===== config.mk =====
export PLATFORM = sky130hd
export DESIGN_NAME = trap_sequencer_flat
export DESIGN_NICKNAME = d
export VERILOG_FILES = /design/src/rtl/trap_sequencer_if.sv /design/src/rtl/trap_sequencer.sv /design/src/flat_wrapper.sv
export SDC_FILE = /design/constraint.sdc
export NUM_CORES = 1
export LEC_CHECK = 0
export ABC_AREA = 1
export CORE_AREA = 2 2 131 133
export DETAILED_ROUTE_END_ITERATION = 10
export DIE_AREA = 0 0 133 135
export GPL_TIMING_DRIVEN = 0
export PLACE_DENSITY = 0.64
export SKIP_LAST_GASP = 1
export SLEW_MARGIN = 10
export SYNTH_ARGS = -nofsm -noshare
export SYNTH_HDL_FRONTEND = slang
export SYNTH_SLANG_ARGS = --single-unit

===== constraint.sdc =====
create_clock -name clk -period 3.4 [get_ports clk]
set_input_delay 0.85 -clock clk [delete_from_list [all_inputs] [get_ports clk]]
set_output_delay 0.85 -clock clk [all_outputs]
set_load 0.02 [all_outputs]

===== src/rtl/trap_sequencer_if.sv =====
// Signal bundle between trap_sequencer (slave) and the commit/CSR side (master).
// Handshake: *_valid is a level held by the requester until its one-cycle *_ack; interrupts are levels with no ack.
interface trap_sequencer_if #(
    parameter int XLEN = 32
);
    logic            exception_valid;
    logic [4:0]      exception_code;
    logic [XLEN-1:0] exception_pc;
    logic [XLEN-1:0] exception_tval;
    logic            exception_ack;
    logic            mret_valid;
    logic            mret_ack;
    logic [15:0]     mip;
    logic [15:0]     mie;
    logic            mstatus_mie;
    logic [XLEN-1:0] interrupt_pc;
    logic [XLEN-1:0] mtvec;
    logic [XLEN-1:0] mepc_in;
    logic            flush_req;
    logic            drain_ack;
    logic            csr_we;
    logic [XLEN-1:0] mcause;
    logic [XLEN-1:0] mepc;
    logic [XLEN-1:0] mtval;
    logic            mret_commit;
    logic            redirect_valid;
    logic [XLEN-1:0] redirect_addr;
    logic            busy;
    logic [1:0]      dbg_state;

    modport slave (
        input  exception_valid, exception_code, exception_pc, exception_tval,
        input  mret_valid, mip, mie, mstatus_mie, interrupt_pc, mtvec, mepc_in, drain_ack,
        output exception_ack, mret_ack, flush_req, csr_we, mcause, mepc, mtval,
        output mret_commit, redirect_valid, redirect_addr, busy, dbg_state
    );

    modport master (
        output exception_valid, exception_code, exception_pc, exception_tval,
        output mret_valid, mip, mie, mstatus_mie, interrupt_pc, mtvec, mepc_in, drain_ack,
        input  exception_ack, mret_ack, flush_req, csr_we, mcause, mepc, mtval,
        input  mret_commit, redirect_valid, redirect_addr, busy, dbg_state
    );
endinterface


===== src/rtl/trap_sequencer.sv =====
// Machine-mode trap sequencer: arbitrates exception > mret > interrupt, then runs flush, CSR write, redirect.
// Optional macro TRAP_VECTORED_EN: mtvec MODE=01 sends interrupts to BASE + 4*code.
module trap_sequencer #(
    parameter int XLEN = 32
) (
    input logic              clk,
    input logic              rst,
    trap_sequencer_if.slave  bus
);
    typedef enum logic [1:0] {S_IDLE, S_FLUSH, S_WRITE, S_REDIRECT} state_e;
    typedef enum logic [1:0] {K_EXC, K_MRET, K_IRQ} kind_e;

    state_e          state_q, state_d;
    kind_e           kind_q, kind_d;
    logic [XLEN-1:0] cause_q, cause_d;
    logic [XLEN-1:0] epc_q, epc_d;
    logic [XLEN-1:0] tval_q, tval_d;

    logic [15:0]     irq_pend;
    logic            irq_hit;
    logic [4:0]      irq_code;
    logic [XLEN-1:0] trap_base;
    logic [XLEN-1:0] trap_target;

    assign irq_pend = bus.mip & bus.mie;

    // Fixed interrupt priority; bits outside this list never trap.
    always_comb begin
        irq_hit  = bus.mstatus_mie;
        irq_code = 5'd0;
        if (irq_pend[11])      irq_code = 5'd11;
        else if (irq_pend[3])  irq_code = 5'd3;
        else if (irq_pend[7])  irq_code = 5'd7;
        else if (irq_pend[9])  irq_code = 5'd9;
        else if (irq_pend[1])  irq_code = 5'd1;
        else if (irq_pend[5])  irq_code = 5'd5;
        else if (irq_pend[13]) irq_code = 5'd13;
        else                   irq_hit  = 1'b0;
    end

    assign trap_base = bus.mtvec & ~XLEN'(3);
`ifdef TRAP_VECTORED_EN
    assign trap_target = (kind_q == K_IRQ && bus.mtvec[1:0] == 2'b01)
                       ? trap_base + {{(XLEN-7){1'b0}}, cause_q[4:0], 2'b00}
                       : trap_base;
`else
    assign trap_target = trap_base;
`endif

    always_comb begin
        state_d            = state_q;
        kind_d             = kind_q;
        cause_d            = cause_q;
        epc_d              = epc_q;
        tval_d             = tval_q;
        bus.exception_ack  = 1'b0;
        bus.mret_ack       = 1'b0;
        bus.csr_we         = 1'b0;
        bus.mret_commit    = 1'b0;
        bus.redirect_valid = 1'b0;
        bus.mcause         = '0;
        bus.mepc           = '0;
        bus.mtval          = '0;
        bus.redirect_addr  = '0;
        case (state_q)
            S_IDLE: begin
                // Acks are suppressed during reset so a held request is accepted once reset releases.
                if (!rst) begin
                    if (bus.exception_valid) begin
                        bus.exception_ack = 1'b1;
                        kind_d  = K_EXC;
                        cause_d = {{(XLEN-5){1'b0}}, bus.exception_code};
                        epc_d   = bus.exception_pc & ~XLEN'(1);
                        tval_d  = bus.exception_tval;
                        state_d = S_FLUSH;
                    end else if (bus.mret_valid) begin
                        bus.mret_ack = 1'b1;
                        kind_d  = K_MRET;
                        state_d = S_FLUSH;
                    end else if (irq_hit) begin
                        kind_d  = K_IRQ;
                        cause_d = {1'b1, {(XLEN-6){1'b0}}, irq_code};
                        tval_d  = '0;
                        state_d = S_FLUSH;
                    end
                end
            end
            S_FLUSH: begin
                if (bus.drain_ack) begin
                    if (kind_q == K_IRQ) epc_d = bus.interrupt_pc;
                    state_d = (kind_q == K_MRET) ? S_REDIRECT : S_WRITE;
                end
            end
            S_WRITE: begin
                bus.csr_we = 1'b1;
                bus.mcause = cause_q;
                bus.mepc   = epc_q;
                bus.mtval  = tval_q;
                state_d    = S_REDIRECT;
            end
            S_REDIRECT: begin
                bus.redirect_valid = 1'b1;
                if (kind_q == K_MRET) begin
                    bus.mret_commit   = 1'b1;
                    bus.redirect_addr = bus.mepc_in & ~XLEN'(1);
                end else begin
                    bus.redirect_addr = trap_target;
                end
                state_d = S_IDLE;
            end
            default: state_d = S_IDLE;
        endcase
    end

    assign bus.flush_req = (state_q == S_FLUSH);
    assign bus.busy      = (state_q != S_IDLE);
    assign bus.dbg_state = state_q;

    always_ff @(posedge clk) begin
        if (rst) begin
            state_q <= S_IDLE;
            kind_q  <= K_EXC;
            cause_q <= '0;
            epc_q   <= '0;
            tval_q  <= '0;
        end else begin
            state_q <= state_d;
            kind_q  <= kind_d;
            cause_q <= cause_d;
            epc_q   <= epc_d;
            tval_q  <= tval_d;
        end
    end
endmodule


===== src/flat_wrapper.sv =====
// flat-port wrapper written by rule: the top's interface ports become plain ports
module trap_sequencer_flat 
#(
    parameter int XLEN = 32
)
  (clk, rst, bus_exception_valid, bus_exception_code, bus_exception_pc, bus_exception_tval, bus_mret_valid, bus_mip, bus_mie, bus_mstatus_mie, bus_interrupt_pc, bus_mtvec, bus_mepc_in, bus_drain_ack, bus_exception_ack, bus_mret_ack, bus_flush_req, bus_csr_we, bus_mcause, bus_mepc, bus_mtval, bus_mret_commit, bus_redirect_valid, bus_redirect_addr, bus_busy, bus_dbg_state);
  trap_sequencer_if #(.XLEN(XLEN)) bus_i ();
  input logic clk;
  input logic rst;
  input wire logic [$bits(bus_i.exception_valid)-1:0] bus_exception_valid;
  input wire logic [$bits(bus_i.exception_code)-1:0] bus_exception_code;
  input wire logic [$bits(bus_i.exception_pc)-1:0] bus_exception_pc;
  input wire logic [$bits(bus_i.exception_tval)-1:0] bus_exception_tval;
  input wire logic [$bits(bus_i.mret_valid)-1:0] bus_mret_valid;
  input wire logic [$bits(bus_i.mip)-1:0] bus_mip;
  input wire logic [$bits(bus_i.mie)-1:0] bus_mie;
  input wire logic [$bits(bus_i.mstatus_mie)-1:0] bus_mstatus_mie;
  input wire logic [$bits(bus_i.interrupt_pc)-1:0] bus_interrupt_pc;
  input wire logic [$bits(bus_i.mtvec)-1:0] bus_mtvec;
  input wire logic [$bits(bus_i.mepc_in)-1:0] bus_mepc_in;
  input wire logic [$bits(bus_i.drain_ack)-1:0] bus_drain_ack;
  output wire logic [$bits(bus_i.exception_ack)-1:0] bus_exception_ack;
  output wire logic [$bits(bus_i.mret_ack)-1:0] bus_mret_ack;
  output wire logic [$bits(bus_i.flush_req)-1:0] bus_flush_req;
  output wire logic [$bits(bus_i.csr_we)-1:0] bus_csr_we;
  output wire logic [$bits(bus_i.mcause)-1:0] bus_mcause;
  output wire logic [$bits(bus_i.mepc)-1:0] bus_mepc;
  output wire logic [$bits(bus_i.mtval)-1:0] bus_mtval;
  output wire logic [$bits(bus_i.mret_commit)-1:0] bus_mret_commit;
  output wire logic [$bits(bus_i.redirect_valid)-1:0] bus_redirect_valid;
  output wire logic [$bits(bus_i.redirect_addr)-1:0] bus_redirect_addr;
  output wire logic [$bits(bus_i.busy)-1:0] bus_busy;
  output wire logic [$bits(bus_i.dbg_state)-1:0] bus_dbg_state;
  assign bus_i.exception_valid = bus_exception_valid;
  assign bus_i.exception_code = bus_exception_code;
  assign bus_i.exception_pc = bus_exception_pc;
  assign bus_i.exception_tval = bus_exception_tval;
  assign bus_i.mret_valid = bus_mret_valid;
  assign bus_i.mip = bus_mip;
  assign bus_i.mie = bus_mie;
  assign bus_i.mstatus_mie = bus_mstatus_mie;
  assign bus_i.interrupt_pc = bus_interrupt_pc;
  assign bus_i.mtvec = bus_mtvec;
  assign bus_i.mepc_in = bus_mepc_in;
  assign bus_i.drain_ack = bus_drain_ack;
  assign bus_exception_ack = bus_i.exception_ack;
  assign bus_mret_ack = bus_i.mret_ack;
  assign bus_flush_req = bus_i.flush_req;
  assign bus_csr_we = bus_i.csr_we;
  assign bus_mcause = bus_i.mcause;
  assign bus_mepc = bus_i.mepc;
  assign bus_mtval = bus_i.mtval;
  assign bus_mret_commit = bus_i.mret_commit;
  assign bus_redirect_valid = bus_i.redirect_valid;
  assign bus_redirect_addr = bus_i.redirect_addr;
  assign bus_busy = bus_i.busy;
  assign bus_dbg_state = bus_i.dbg_state;
  trap_sequencer #(.XLEN(XLEN)) u_core (.clk(clk), .rst(rst), .bus(bus_i));
endmodule

Word-level counts from Yosys, hierarchy flattened
Index checks and enable logic that the tools add are counted.
Widths: inputs -> output; s select.
{"block": "word_totals", "register_bits": 100, "input_bits": 203, "output_inout_bits": 137}
{"block": "op_classes", "eq_ne": 10, "n_mux": 49, "n_bitwise": 1, "reduce_logical": 9}
{"op": "$mux 32", "n": 14}
{"op": "$pmux 32 s2", "n": 1}
{"op": "$mux 5", "n": 6}
{"op": "$mux 1", "n": 19}
{"op": "$and 14x14->14", "n": 1}
{"op": "$mux 2", "n": 7}
{"op": "$pmux 2 s4", "n": 1}
{"op": "$eq 2x2->1 const B", "n": 3}
{"op": "$ne 2x2->1 const B", "n": 3}
{"op": "$reduce_bool 2->1", "n": 3}
{"op": "$eq 2x1->1 const B", "n": 2}
{"op": "$mux 4", "n": 1}
{"op": "$ne 4x3->1 const B", "n": 1}
{"op": "$reduce_and 2->1", "n": 2}
{"op": "$reduce_and 4->1", "n": 1}
{"op": "$reduce_and 3->1", "n": 1}
{"op": "$reduce_bool 3->1", "n": 1}
{"op": "$logic_not 2->1", "n": 1}
{"op": "$ne 2x1->1 const B", "n": 1}

Logic depth before layout (Yosys ltp)
Gate-level depths: netlist of the first run.
{"block": "depth", "ltp_word": 12, "ltp_mapped": 11}

Least setup slack after synthesis of the first run
OpenSTA, ideal clock, no wires.
{"block": "synth_timing", "path_type": "register to output", "from": "register u_core.state_q[1] (netlist: u_core.bus.dbg_state[1])", "to": "output bus_mcause[0]", "arrival_ns": 1.538, "required_ns": 2.550, "path_slack_ns": 1.012, "stages_incl_launch_ff": 6, "path_cell_list": "dfxtp_1 ha_1 clkbuf_1 clkbuf_1 nand2_1 inv_1"}
{"block": "synth_between", "elab_chain_len": 2}
{"element": "start, declared", "line_no": "trap_sequencer.sv:13", "text": "state_e state_q, state_d;"}
{"element": "start signal, assigned", "line_no": "trap_sequencer.sv:127", "text": "state_q <= state_d;"}
{"element": "$eq 2x2->1", "line_no": "trap_sequencer.sv:65", "text": "case (state_q)"}
{"element": "$mux 32", "line_no": "trap_sequencer.sv:65"}
{"element": "end, declared", "line_no": "flat_wrapper.sv:26", "text": "output wire logic [$bits(bus_i.mcause)-1:0] bus_mcause;"}
No other way between the ends.

Final worst setup path of the first run
{"block": "layout_timing", "from": "register u_core.state_q[0] (netlist: u_core.bus.dbg_state[0])", "to": "output bus_mepc[11]"}
{"block": "layout_between", "elab_chain_len": 2}
{"element": "$eq 2x2->1", "line_no": "trap_sequencer.sv:65"}
{"element": "$mux 32", "line_no": "trap_sequencer.sv:65"}
{"element": "end, declared", "line_no": "flat_wrapper.sv:27", "text": "output wire logic [$bits(bus_i.mepc)-1:0] bus_mepc;"}
No other way between the ends.

==> metrics.txt, run 1 <==
arrival time worst endpoint=2.47 ns; post-synthesis sequential area ratio=0.3330; worst setup path class=reg2out; clock latency on the worst-skew pair=0.34 ns; post-synth cell types=26; crit-path cells=inv_1 > ha_1 > clkbuf_2 > buf_1 > nand2_1 > inv_1 > clkdlybuf4s50_1; Synth Area per Inst=around 6.7 um2; Largest stage delay, worst path=around 0.60 ns; RSZ-0062 raised after global routing=true; Worst Path Max Fanout=10; post-synth top area cell=dfxtp_1; clk sinks=74; vias per cell=4.190; Pre-antenna DRT Iters=6; Setup Skew=0.008435 ns; Non-Filler Instances=1222; synth top area cells=dfxtp_1, nand2_1, inv_1; Area Overhead vs Synth=80.88%; Fmax achieved=between 0.3 and 0.4 GHz; GP Congestion=roughly 0.79; Final Net Count=~1200; FP Rows=47; Routed WL per cell=around 13 um; Critical Path Start Type=flip-flop; Final Setup Violations=0; GRT overflow=0; final hold violations=0; number of global-route vias before repair=4848; Die ar.=0.01796 mm2; Hold Path Class=reg2reg; initial antenna violation count=0; outcome=completed; count leader, synth=nand2_1; PortBufs=290; fin util=0.4905; Die Wd=133 um; Max-Cap Viols=0; worst-margin pin slew=between 0.6 and 0.7 ns; first-pass GRT wire length=approximately 25 mm; Total Routed Length=16.47 mm; Antenna Cells=0; area occupied by multi-input gates=between 0.002 and 0.0025 mm2; clock-pin slew on the worst setup and hold paths=0.06 ns; CTS Buffer Depth=2; pwr dens=approximately 590 mW/mm2; # IOs=340; Crit path top cell by count=inv_1; Slew Viols, Final=0; Synth Register Bits=74; peak supply drop=between 0.3 and 0.4 mV; area of the core=approximately 0.016 mm2; CTS H-tree depth=3; ys async rst share=0; Post-synth EDFFs=0; Post-Syn Area=0.004449 mm2; Tot GR Track Use=0.1775; layout cells sized above 1=0.1038; Worst EP required=between 2 and 3 ns; final HPWL from detailed placement=roughly 13 mm; Warnings, synthesis=0; clock root buffer master=clkbuf_16; Power Total=around 4800 uW; initial core utilization=0.2712; Final Cycle Share=0.9779; worst hold margin=roughly 0.46 ns; top-area cell type share of the netlist area=0.3330; DRC viols=0; Vias=about 5100; pin count of the biggest net entering global routing=14; remaining antenna violation count=0; CP max-delay cell=clkdlybuf4s50_1; LEAKAGE=between 0.003 and 0.004 uW; nature of the critical path endpoint=primary output; Detailed Route Iter0 Violations=167; top cells by count, synth=nand2_1, inv_1, nor2_1, dfxtp_1, nand3_1; TritonCTS buffer count=9; fill cell count=approximately 1700; main flop type after synthesis=dfxtp_1; # placed instances=between 1000 and 1500; FF+latch area=0.001481 mm2; min cycle time layout=between 3 and 4 ns; CTS tree=yes; Die H=135 um; flop-to-flop setup slack=between 1.5 and 2 ns; Cells after Synth=669; Rel. slew slack=0.5943
[power breakdown]
group	switching [uW]	total, uW	internal, uW	leakage (uW)
Sequential	124	1230	1110	0.000609
Clock	383	953	570	0.000143
Combinational	1500	2590	1080	0.00316
[placed cells by master, fill, tap and decap left out, types with 2 or more instances in the layout]
cell type,instances
mux2i_1,31
buf_4,34
a21oi_1,9
clkdlybuf4s50_1,288
a21oi_2,29
nand2_1,174
ha_1,4
inv_2,2
o21ai_0,35
buf_2,8
nand3_2,2
clkinv_2,2
conb_1,27
clkbuf_2,2
buf_1,4
buf_6,4
o21ai_1,28
nand3_1,41
inv_1,83
dfxtp_1,74
clkbuf_16,9
nor2_1,79
inv_4,2
clkbuf_1,17
[metal layers]
layer,part of all wire,vias up,GRT usage
met2,0.49,209,0.3212
met5,0,-,0
met4,0.020,0,0.06033
li1,-,2683,-
met3,0.079,19,0.04730
met1,0.41,2209,0.2021
[cell type report]
type                       instances  share of cell area
timing repair buffer             291              0.3618
multi-input combinational        466              0.2893
sequential                        74              0.1841
buffer                            68             0.05286
inverter                          87             0.04120
tap                              220             0.03420
clock buffer                      10             0.02845
clock inverter                     6            0.008085
[state kept, by name, indices dropped and copies added, names as in the netlist]
name	cells
u_core.kind_q	2
u_core.tval_q	32
u_core.bus.dbg_state	2
u_core.epc_q	32
u_core.cause_q	6
[final timing paths]
check                               start          endpoint  cells after the start
setup / recovery  u_core.bus.dbg_state[0]      bus_mepc[11]                      7
hold / removal           u_core.tval_q[3]  u_core.tval_q[3]                      2
setup reg to reg  u_core.bus.dbg_state[1]  u_core.epc_q[31]                      9
hold reg to reg          u_core.tval_q[3]  u_core.tval_q[3]                      2
[critical path: cells and delay by family, from the launching register on]
family	cells	cell delay, ns
fa+ha+maj	1	0.18
flops	1	0.37
simple gates	1	0.15
buf+inv	5	1.45
[logic make-up (layout without fill, tap and decap cells)]
group                    after synthesis  after routing  share of synthesized area
other                                  1             27                  0.0008428
AND/OR/NAND/NOR                      300            300                     0.2722
buffers and inverters                155            462                     0.1673
adder cells (fa/ha/maj)                4              4                    0.01125
AO/OA/AOI/OAI                        104            104                     0.1457
multiplexers                          31             31                    0.06974
flip-flops                            74             74                     0.3330
[metrics by stage]
step / TNS (ns) / instance area [um2] / worst slack [ns]
after floorplan: 0 / 4547 / 1.012
after global placement: -0.7248 / 7725 / -0.5640
after detailed placement: -0.6821 / 7725 / -0.5319
after CTS: -0.06837 / 8028 / -0.06253
after global routing: -3.888 / 8048 / -0.1305
final: 0 / 8048 / 0.07503
[what timing repair did]
action / CTS / global route
endpoints found under the setup margin: 72 / 62
buffers inserted: 0 / 1
pin swaps: 0 / 1
hold buffers: 0 / 0
resized for setup: 7 / 12
No activity file was read; power rests on OpenSTA's default activity.
==> run 2, diff against run 1 <==
Settings changed: SKIP_LAST_GASP 1 to unset.
==> run 2 against run 1 <==
  * Global-route usage did not move
  * Sequential share of layout area barely moved
  * Highest routed layer unchanged
  * Via count is essentially flat
  * Final cell count unchanged
  * Worst setup slack hardly changed
  * Total power hardly changed
  * Critical path depth unchanged
==> metrics.txt, run 2 (synthesized netlist as in run 1, its figures left out) <==
Final Cycle Share=0.9779 (about the same); Tot GR Track Use=0.1775 (unchanged); layout cells sized above 1=0.1038 (unchanged); fill cell count=1664 (+0.18%); GRT overflow=0 (unchanged); TritonCTS buffer count=9 (unchanged); initial antenna violation count=0 (unchanged); Final Net Count=1204 (unchanged); Setup Skew=0.008383 ns (-0.00005277 ns); Hold Path Class=reg2reg; Routed met2 length=8.149 mm (+0.16%); Sw Pwr=2008 uW (about the same); Worst EP required=2.55 ns (about the same); Slew Viols, Final=0 (unchanged); RSZ-0062 raised after global routing=true; outcome=completed; DRC viols=0 (unchanged); final hold violations=0 (unchanged); Die Wd=133 um (unchanged); peak supply drop=0.3551 mV (about the same); Switching Fraction=0.4208 (about the same); Largest regs=u_core.epc_q x32, u_core.tval_q x32, u_core.cause_q x6; CTS Buffer Depth=2 (unchanged); family with the most delay on the worst path=buffers and inverters; LEAKAGE=0.003901 uW (-0.33%); pin count of the biggest net entering global routing=14 (unchanged); arrival time worst endpoint=2.47 ns (about the same); Antenna Cells=0 (unchanged); most common cell after layout, fill and taps aside=clkdlybuf4s50_1; Rel. slew slack=0.5933 (-0.0009520); clock latency on the worst-skew pair=0.34 ns (about the same); clock group share of total power=0.200 (about the same); Vias=5123 (+0.059%); Final Setup Violations=0 (unchanged); DR top layer=met4; most frequent cells in the layout=clkdlybuf4s50_1, nand2_1, inv_1; PortBufs=290 (unchanged); Fmax achieved=0.3008 GHz (about the same); fin util=0.4901 (about the same); nature of the critical path endpoint=primary output; Power Total=4772 uW (about the same); worst-margin pin slew=0.6100 ns (+0.001428 ns); first-pass GRT wire length=25.35 mm (unchanged); Detailed Route Iter0 Violations=166 (-0.60%); Int Pwr=2764 uW (about the same); Crit path top cell by count=inv_1; CTS tree=yes; Total Routed Length=16.48 mm (about the same); Max-Cap Viols=0 (unchanged); Die H=135 um (unchanged); number of global-route vias before repair=4848 (unchanged); vias per cell=4.192 (about the same); final worst-path setup slack=0.07527 ns (+0.0002385 ns); met1 WL=6.715 mm (unchanged); Area Overhead vs Synth=80.74% (about the same); pwr dens=593.4 mW/mm2 (about the same); Routed WL per cell=13.48 um (about the same); pre-CTS WS=-0.5319 ns (unchanged); TNS Setup=0 ns (unchanged); register share of total power=0.258 (about the same); # IOs=340 (unchanged); Worst Path Max Fanout=10 (unchanged); GP Congestion=0.7897 (unchanged); Worst Path Buf+Inv=5 (unchanged); crit-path cells=inv_1 > ha_1 > clkbuf_2 > buf_1 > nand2_1 > inv_1 > clkdlybuf4s50_1; CTS Hold Bufs=0 (unchanged); CP max-delay cell=clkdlybuf4s50_1; Largest stage delay, worst path=0.60 ns (about the same); design area=0.008041 mm2 (about the same); clock-pin slew on the worst setup and hold paths=0.06 ns (about the same); clk sinks=74 (unchanged); FP Rows=47 (unchanged); area of the core=0.01641 mm2 (unchanged); routed wl met3=1.285 mm (-0.62%); worst setup path class=reg2out; min cycle time layout=3.325 ns (-0.0002385 ns); initial core utilization=0.2712 (unchanged); remaining antenna violation count=0 (unchanged); Critical Path Start Type=flip-flop; Placed Area=0.007725 mm2 (unchanged); Comb pwr share=0.542 (about the same); CTS H-tree depth=3 (unchanged); clock root buffer master=clkbuf_16; Die ar.=0.01796 mm2 (unchanged); Pre-antenna DRT Iters=6 (unchanged); final HPWL from detailed placement=13.17 mm (unchanged)
-- run 2: changes by cell type in the layout (fill, tap and decap cells not counted) --
cell,change
buf_4,+1
clkbuf_4,-1
dlygate4sd2_1,+1
dlymetal6s2s_1,-1
inv_2,+1
inv_4,-1
-- run 2: what timing repair did --
item                                    CTS  global route
gates resized for setup                   9             9
pin swaps                                 0             1
buffers inserted                          0             1
endpoints found under the setup margin   72            61
-- run 2: per-stage QoR --
step / std cells / hold slack [ns]
2_1_floorplan: 695 / 0.4332
3_3_place_gp: 1205 / 0.4509
3_5_place_dp: 1205 / 0.4564
4_1_cts: 1221 / 0.4649
5_1_grt: 1222 / 0.4814
6_report: 1222 / 0.4618
-- run 2: metal layers --
layer | up-vias | GRT usage
met3 | 19 | 0.04730
li1 | 2681 | -
met5 | - | 0
met2 | 206 | 0.3212
met4 | 0 | 0.06033
met1 | 2217 | 0.2021
-- run 2: layout make-up --
type	instances	area [um2]	area share
repair buffers	291	2908	0.3616
plain buffers	68	425.4	0.05290
multi-input cells	466	2328	0.2896
flip-flops and latches	74	1481	0.1842
inverters	87	329.1	0.04092
clock buffers	10	229.0	0.02847
clock inverters	6	65.06	0.008091
well taps	220	275.3	0.03423
-- run 2: final timing paths --
check,from,to,slack [ns],cells after the start
hold / removal,u_core.tval_q[3],u_core.tval_q[3],0.46,2
hold reg to reg,u_core.tval_q[3],u_core.tval_q[3],0.46,2
setup / recovery,u_core.bus.dbg_state[0],bus_mepc[11],0.08,7
setup reg to reg,u_core.bus.dbg_state[1],u_core.epc_q[31],1.53,9
-- run 2: power by group through the flow --
| stage | clock network [uW] | logic [uW] | registers, uW |
|---|---|---|---|
| 2_1_floorplan | 0 | 1670 | 1240 |
| 3_3_place_gp | 0 | 2600 | 1240 |
| 3_5_place_dp | 0 | 2610 | 1250 |
| 4_1_cts | 974 | 2620 | 1230 |
| 5_1_grt | 1010 | 2830 | 1260 |
| 6_report | 953 | 2590 | 1230 |
-- run 2: worst reg2reg max path, stage by stage (launching register included) --
cell     delay, ns
dfxtp_1       0.41
inv_1         0.11
ha_1          0.21
buf_2         0.20
nand2_1       0.19
o21ai_4       0.11
nor2_8        0.21
buf_6         0.18
o21ai_1       0.08
a21oi_2       0.13
==> variant (settings of run 1) <==
Encoding of `kind_e`: now one-hot (3 bits for 3 values).
--- a/src/rtl/trap_sequencer.sv
+++ b/src/rtl/trap_sequencer.sv
@@ -10,3 +10,3 @@
     typedef enum logic [1:0] {S_IDLE, S_FLUSH, S_WRITE, S_REDIRECT} state_e;
-    typedef enum logic [1:0] {K_EXC, K_MRET, K_IRQ} kind_e;
+    typedef enum logic [2:0] {K_EXC = 3'b001, K_MRET = 3'b010, K_IRQ = 3'b100} kind_e;
 
Check against the original RTL: same outputs for any inputs over 4 cycles, from zero or initial values and one cycle with rst high; so few cycles prove little.
==> variant against run 1 <==
Sequential cell count up 1. Global-route usage barely moved. Area after synthesis down 1.3%. Sequential power grew 8%. Synthesized cell count is 0.90% higher. Worst hold slack improved by 0.0013 ns. Clock power is 13% higher. Combinational power is 15% lower. Wire length rose by 0.81%. Final area shrank 0.31%. Die area is the same. Total power is 3.6% lower. Worst setup slack improved by 0.035 ns. Critical path type is now primary input to primary output. Largest power group unchanged.
==> variant: results (changes against run 1) <==
Yosys
  • Async set or reset register ratio after synthesis: 0% (unchanged)
  • Leading cell types by total area after synthesis: dfxtp_1 34%, nand2_1 15%, inv_1 7.1%, mux2i_1 7.1%, nor2_1 6.8%
  • Share of synthesized cell area in full adder, half adder and majority cells: 1.14% (+0.015 points)
  • Multiplexer share of the synthesized area: 7.07% (+0.093 points)
  • XOR/XNOR Fraction of Synth Area: 0% (unchanged)
  • Synth cell types: 27 (+3.8%)
  • List of most frequent post-synthesis cells: 173 x nand2_1, 83 x inv_1, 80 x nor2_1
  • Synthesized area divided by synthesized cell count: 6.50 sq um (-2.2%)
  • Compound-gate portion of the synthesized area: 12.2% (-2.3 points)
  • Fraction of the yosys area taken by sequential cells: 34.2% (+0.90 points)
  • Fraction of post-synthesis cell area in the top cell type by area: 34.2% (+0.90 points)

CTS
  • Clock slew seen by the registers of the worst setup and hold paths: 0.06 ns (about the same)
  • CTS H-Tree Depth: 3 (unchanged)
  • Post-CTS Setup Bufs: 0 (unchanged)
  • Buffer levels on the longest clock path: 2 (unchanged)
  • TritonCTS Buffers: 9 (unchanged)
  • # resized after CTS: 11 (+4)
  • Clock Latency Late Sink: 0.34 ns (about the same)
  • CTS root buf: clkbuf_16

Worst setup path
  • Critical register-to-register path startpoint: u_core.bus.dbg_state[1]
  • CP max FO: 10 (unchanged)
  • Critical-path top delay cell: clkdlybuf4s50_1
  • First element of the critical path: bus_exception_valid
  • Kind of critical path: primary input to primary output
  • Arr. time, crit path: 2.44 ns (-0.03 ns)
  • Slowest Stage Delay on Critical Path: 0.64 ns (+0.04 ns)

Power and ir drop
  • Highest ir drop seen on vdd: 0.308 mV (-13%)
  • Static leakage: 0.00395 uW (+0.82%)

Placement
  • Final weighted congestion of routability-driven global placement: 0.785 (-0.63%)
  • DP HPWL: 13,100 um (-0.71%)
  • Post-DP Area: 0.00767 sq mm (-0.76%)
  • Setup WS pre-CTS: -0.538 ns (-0.00622 ns)
  • Cell count after placement: 1,211 (+0.50%)

GRT
  • Maximum number of pins on one net before global-route repair: 14 (unchanged)
  • Via count of the first global-routing pass: 4,757 (-1.9%)
  • Global-route wire length before repair: 25,400 um (+0.11%)
  • Combined global-route utilization of all metal layers: 17.8% (+0.021 points)
  • Initial antenna violation count: 0 (unchanged)

Timing
  • Slew at the pin closest to its max-slew limit: 0.549 ns (-0.0593 ns)
  • Setup skew after layout: 0.00971 ns (+0.00128 ns)
  • Hold violation total from the final report: 0 (unchanged)

Routing
  • Number of vias per cell after detailed routing: 4.18 (-0.17%)
  • Total iterations of the first detailed-routing run: 4 (-2)
  • Final routed wirelength across all metal layers: 16,600 um (+0.81%)
  • Initial detailed-routing violation count: 154 (-7.8%)
  • Average wire per cell in the routed design: 13.5 um (+0.48%)

Finish
  • Share of layout cells above drive strength 1: 8.25% (-2.1 points)
  • Largest registers: u_core.epc_q (32), u_core.tval_q (32), u_core.cause_q (6)
  • Antenna diodes: 0 (unchanged)

Worst hold path
  • Class of the tightest hold or removal check: register to register
  • Startpoint of the tightest hold check path: u_core.tval_q[8]

Run status
  • Result of the run: finished, final reports clean
-- variant: power breakdown --
| part | total [uW] | switching, uW | internal, uW | leakage, uW |
|---|---|---|---|---|
| clock | 1080 | 392 | 686 | 0.000158 |
| combinational | 2190 | 1230 | 960 | 0.00317 |
| sequential | 1330 | 154 | 1180 | 0.000618 |
| total | 4600 | 1780 | 2820 | 0.00395 |
-- variant: cell families (layout without fill, tap and decap cells) --
family,count (synthesis),in the layout
and+or+nand+nor,303,303
other,1,27
muxes,31,31
buffers and inverters,156,461
AOI/OAI and AO/OA,105,105
adders and majority gates,4,4
DFF,75,75
-- variant: critical path, delay by kind of cell --
kind / cells / cell delay, ns
buffers and inverters: 4 / 1.37
AND/OR/NAND/NOR: 1 / 0.21
-- variant: worst paths after layout --
kind         cells after the start                 to  slack (ns)
max                              5  bus_exception_ack        0.11
min                              2   u_core.tval_q[8]        0.46
max reg2reg                     10   u_core.epc_q[28]        1.58
min reg2reg                      2   u_core.tval_q[8]        0.46
-- variant: final cells by class --
class / count / area (sq um)
multi-input cells: 470 / 2240
well taps: 220 / 275
repair buffers: 290 / 2900
fillers: 1647 / 8380
plain buffers: 68 / 433
clock buffers: 11 / 253
clock inverters: 5 / 83.8
inverters: 87 / 334
flip-flops and latches: 75 / 1500
-- variant: metrics by stage --
stage	setup TNS [ns]	utilization, %	total power [uW]
after global placement	-0.643	46.7	3530
after floorplan	0	-	2680
after CTS	0	48.8	4650
final	0	48.9	4600
after global routing	-0.0121	48.9	4910
after detailed placement	-0.641	46.7	3550
-- variant: per-layer routing --
| layer | vias to the layer above | share of wire (%) | track usage [%] |
|---|---|---|---|
| met2 | 197 | 49 | 31.3 |
| met5 | - | 0 | 0 |
| li1 | 2694 | - | - |
| met1 | 2224 | 42 | 21.1 |
| met4 | 0 | 1.0 | 4.90 |
| met3 | 13 | 7.9 | 5.14 |
